## src/rtl/mouse_receiver.sv

```systemverilog
// PS/2 mouse byte receiver: synchronises the raw PS/2 lines and deframes
// 11-bit frames (start, 8 data LSB first, odd parity, stop).
// Optional frame timeout enabled by defining MOUSE_RX_TIMEOUT_EN.
module mouse_receiver #(
    parameter int TIMEOUT_CYCLES = 200000
) (
    input  logic       CLK,
    input  logic       RESET,
    input  logic       CLK_MOUSE_IN,
    input  logic       DATA_MOUSE_IN,
    input  logic       READ_ENABLE,
    output logic [7:0] BYTE_READ,
    output logic [1:0] BYTE_ERROR_CODE,
    output logic       BYTE_READY,
    output logic [3:0] RX_STATE
);

    typedef enum logic [3:0] {
        S_IDLE   = 4'b0001,
        S_DATA   = 4'b0010,
        S_PARITY = 4'b0100,
        S_STOP   = 4'b1000
    } state_t;

    state_t     r_state;
    logic       r_clk_s1;
    logic       r_clk_s2;
    logic       r_clk_prev;
    logic       r_dat_s1;
    logic       r_dat_s2;
    logic [2:0] r_bitcnt;
    logic [7:0] r_shift;
    logic       r_par;
    logic [7:0] r_byte;
    logic [1:0] r_err;
    logic       r_ready;

    logic       w_fall;
    logic       w_data;
    logic       w_abort;
    logic       w_tmo;

    assign w_fall  = r_clk_prev & ~r_clk_s2;
    assign w_data  = r_dat_s2;
    assign w_abort = (r_state != S_IDLE) & ~READ_ENABLE;

    // Two-flop synchronisers plus one delayed clock copy for edge detect
    always_ff @(posedge CLK) begin
        if (!RESET) begin
            r_clk_s1   <= 1'b1;
            r_clk_s2   <= 1'b1;
            r_clk_prev <= 1'b1;
            r_dat_s1   <= 1'b1;
            r_dat_s2   <= 1'b1;
        end else begin
            r_clk_s1   <= CLK_MOUSE_IN;
            r_clk_s2   <= r_clk_s1;
            r_clk_prev <= r_clk_s2;
            r_dat_s1   <= DATA_MOUSE_IN;
            r_dat_s2   <= r_dat_s1;
        end
    end

`ifdef MOUSE_RX_TIMEOUT_EN
    localparam int TW = $clog2(TIMEOUT_CYCLES + 1);
    localparam logic [TW-1:0] TMO_LAST = TW'(TIMEOUT_CYCLES - 1);

    logic [TW-1:0] r_tmo;

    // An edge in the same cycle wins over an expiring timeout
    assign w_tmo = (r_state != S_IDLE) & ~w_fall & (r_tmo == TMO_LAST);

    // Idle-time counter, runs only while a frame is in progress
    always_ff @(posedge CLK) begin
        if (!RESET) begin
            r_tmo <= '0;
        end else if (r_state == S_IDLE || w_fall || w_tmo) begin
            r_tmo <= '0;
        end else begin
            r_tmo <= r_tmo + 1'b1;
        end
    end
`else
    assign w_tmo = 1'b0;
`endif

    // Frame FSM with registered byte, error code and one-cycle strobe
    always_ff @(posedge CLK) begin
        if (!RESET) begin
            r_state  <= S_IDLE;
            r_bitcnt <= 3'd0;
            r_shift  <= 8'h00;
            r_par    <= 1'b0;
            r_byte   <= 8'h00;
            r_err    <= 2'b00;
            r_ready  <= 1'b0;
        end else begin
            r_ready <= 1'b0;
            if (w_abort || w_tmo) begin
                r_state <= S_IDLE;
            end else begin
                case (r_state)
                    S_IDLE: begin
                        if (w_fall && !w_data && READ_ENABLE) begin
                            r_state  <= S_DATA;
                            r_bitcnt <= 3'd0;
                        end
                    end
                    S_DATA: begin
                        if (w_fall) begin
                            r_shift  <= {w_data, r_shift[7:1]};
                            r_bitcnt <= r_bitcnt + 3'd1;
                            if (r_bitcnt == 3'd7) begin
                                r_state <= S_PARITY;
                            end
                        end
                    end
                    S_PARITY: begin
                        if (w_fall) begin
                            r_par   <= w_data;
                            r_state <= S_STOP;
                        end
                    end
                    S_STOP: begin
                        if (w_fall) begin
                            r_byte  <= r_shift;
                            r_err   <= {~w_data, ~^{r_shift, r_par}};
                            r_ready <= 1'b1;
                            r_state <= S_IDLE;
                        end
                    end
                    default: r_state <= S_IDLE;
                endcase
            end
        end
    end

    assign BYTE_READ       = r_byte;
    assign BYTE_ERROR_CODE = r_err;
    assign BYTE_READY      = r_ready;
    assign RX_STATE        = r_state;

endmodule
```

## config.mk

```make
export PLATFORM = sky130hd
export DESIGN_NAME = mouse_receiver
export DESIGN_NICKNAME = d
export VERILOG_FILES = /design/src/rtl/mouse_receiver.sv
export SDC_FILE = /design/constraint.sdc
export NUM_CORES = 1
export LEC_CHECK = 0
export ABC_AREA = 1
export CAP_MARGIN = 20
export CORE_MARGIN = 10
export CORE_UTILIZATION = 40
export CTS_CLUSTER_SIZE = 28
export DETAILED_ROUTE_END_ITERATION = 8
export PLACE_DENSITY = 0.72
export SLEW_MARGIN = 20
export SYNTH_ARGS = -nofsm -noshare
export SYNTH_HDL_FRONTEND = slang
export SYNTH_SLANG_ARGS = --single-unit
```

## constraint.sdc

```tcl
create_clock -name CLK -period 1.85 [get_ports CLK]
set_input_delay 0.37 -clock CLK [delete_from_list [all_inputs] [get_ports CLK]]
set_output_delay 0.37 -clock CLK [all_outputs]
set_load 0.1 [all_outputs]
```

==> flow_summary_export.csv <==
group,metric,value,unit
cts,hold_buffers,0,
logic_synthesis,async_flop_share,0,%
global_routing,grt_max_degree,24,
placed_design,dpl_worst_slack,0.0602,ns
placed_design,place_area,1780,sq um
drt,drcViolationCount,0,
worst_setup_path,critPathLaunchType,"flop",
logic_synthesis,synth.yosys.warnings,0,
cells_and_area,final_area,1840,sq um
timing,worst_pin_slew,0.311,ns
timing,whs,0.421,ns
cts,clkLatencyLatePin,0.33,ns
cells_and_area,drive_gt1_share,19.1,%
worst_setup_path,required,2.07,ns
worst_setup_path,critPathMaxFanout,16,
floorplanning,io_pins,20,
hold_path,hold_path_class,"flop to flop",
power,power_density,993,nW/um^2
global_routing,antenna_found_initial,0,
timing,post-route-period-util,87.2,%
timing,fmax,620,MHz
drt,wl,2850,um
global_routing,grt-ovfl-total,0,
drt,vias,1242,
global_routing,grt_first_pass_wirelength,4810,um
drt,initialDrtViolationCount,90,
cts,post_cts_buffers,0,
cts,root_buffer,"clkbuf_4",
worst_setup_path,arrival,1.83,ns
global_routing,grt_pass1_vias,1097,
placed_design,port_buffers,19,
logic_synthesis,ys_seq_area_share,45.0,%
logic_synthesis,ys_types,27,
cells_and_area,nets,221,
cts,clk_pin_slew,0.09,ns
timing,tns,0,ns
job,drv_cap,0,
global_routing,grtUsageTotal,9.54,%
cts,h-tree-depth,2,
floorplanning,row_count,21,
power,vdd_drop_max,0.442,mV
logic_synthesis,synth_nets,199,
power,leakagePower,0.000811,uW
cts,cts_buffers,5,
timing,finClkSkew,0.00970,ns
placed_design,hpwlAfterDp,2030,um
drt,dr.pass1.iters,4,
timing,finalMaxSlewViolations,0,
timing,setup_slack,0.236,ns
logic_synthesis,ys_ff_latch,32,
cts,cts_sinks,32,
cells_and_area,n_antenna_cell,0,
worst_setup_path,cp-end-kind,"flop",
logic_synthesis,syn_inst,192,
floorplanning,die_area,6340,sq um
timing,max_slew_margin,79.3,%
logic_synthesis,synth.area.top_cells,"dfxtp_1, nand2_1, a21oi_1, inv_1, o21ai_0",
floorplanning,core_area,3390,sq um
worst_setup_path,worst-setup-path-type,"flop to flop",
cts,cts_tree,"yes",
logic_synthesis,avgSynthCellArea,7.41,sq um
timing,rsz0062_at_grt,"false",
logic_synthesis,synth_area,1420,sq um
logic_synthesis,yosysTopAreaCell,"dfxtp_1",
cts,clockBufferDepth,2,
timing,finalSetupViolations,0,
placed_design,place.gp.congestion,0.853,
floorplanning,start_util,42.0,%
drt,viasPerCell,4.76,
floorplanning,die_h,79.6,um
cts,post_cts_resized,0,
logic_synthesis,synth_ff_type,"dfxtp_1",
status,outcome,"finished clean",
logic_synthesis,synth_most_common_cell,"nand2_1",
logic_synthesis,netlist_top_cells_count,"nand2_1, dfxtp_1, inv_1",
timing,fin_crit,1.61,ns
logic_synthesis,synth_top_area_share,45.0,%
cells_and_area,syn2layout_area_growth,29.5,%
logic_synthesis,synth-edff-count,0,
drt,avgRoutedWirePerCell,10.9,um
floorplanning,die_x,79.6,um
timing,hold_viol,0,
drt,antenna_left,0,
[flip-flops by register name (all words and copies together), names as in the netlist]
name and cells:
r_bitcnt 3, r_shift 8, BYTE_READY 1, r_clk_prev 1, r_clk_s2 1, RX_STATE 4
BYTE_READ 8, r_clk_s1 1, r_dat_s2 1, BYTE_ERROR_CODE 2, r_dat_s1 1, r_par 1
[final cells by class]
class | count | area [sq um]
clock buffers | 8 | 58.8
inverters | 24 | 90.1
fillers | 320 | 1550
multi-input cells | 131 | 654
flip-flops and latches | 32 | 646
well taps | 46 | 57.6
repair buffers | 20 | 335
[through the flow]
step / instances / total power [uW] / utilization (%)
finish: 261 / 1830 / 54.3
global route: 261 / 1950 / 54.3
CTS: 261 / 1840 / 54.3
detailed placement: 253 / 1430 / 52.6
global placement: 253 / 1420 / 52.6
floorplan: 192 / 1270 / -
[cells by family (layout without fill, tap and decap cells)]
family | count (synthesis) | count (layout) | synth area share, %
AND/OR/NAND/NOR | 86 | 86 | 28.0
flip-flops | 32 | 32 | 45.0
XOR/XNOR | 1 | 1 | 0.616
buffers and inverters | 29 | 52 | 8.97
AO/OA/AOI/OAI | 42 | 42 | 15.7
adder cells (fa/ha/maj) | 2 | 2 | 1.76
[path summary, 6_finish.rpt]
kind / slack [ns] / startpoint / depth (start not counted) / end
worst min-delay path: 0.42 / r_clk_s1$_SDFF_PN1_ / 1 / r_clk_s2$_SDFF_PN1_
worst max-delay path: 0.24 / RX_STATE[3]$_SDFFE_PP0P_ / 6 / r_shift[2]$_SDFFE_PN0P_
worst min register to register: 0.42 / r_clk_s1$_SDFF_PN1_ / 1 / r_clk_s2$_SDFF_PN1_
worst max register to register: 0.24 / RX_STATE[3]$_SDFFE_PP0P_ / 6 / r_shift[2]$_SDFFE_PN0P_
[where the power goes]
group | switching (uW) | total (uW) | internal (uW)
logic | 392 | 604 | 212
clock network | 226 | 413 | 187
registers | 59.3 | 811 | 752
total | 677 | 1830 | 1150
[metal layers]
layer / wire length [um] / part of all wire [%] / global-route usage (%)
met5: 0 / 0 / 0
met4: 85 / 3.0 / 6.99
met3: 139 / 4.9 / 3.27
met2: 1180 / 41 / 13.7
met1: 1440 / 51 / 11.5
[placed cells by master, fill, tap and decap left out, types with 3 or more instances in the layout]
cell type	count
o21ai_0	15
buf_12	14
nor2_2	3
nor2_1	15
clkdlybuf4s50_1	4
nand3_1	14
dfxtp_2	4
a21oi_1	20
nand2_1	43
clkbuf_4	5
inv_1	22
dfxtp_1	28
or2_2	4
[critical path, stage by stage (launching register included)]
cell and delay (ns):
dfxtp_2 0.37, nor2_4 0.17, inv_2 0.07, nor3_4 0.25, nand3_2 0.32, o21ai_0 0.27, a21oi_1 0.05
(Power assumes the default switching activity.)
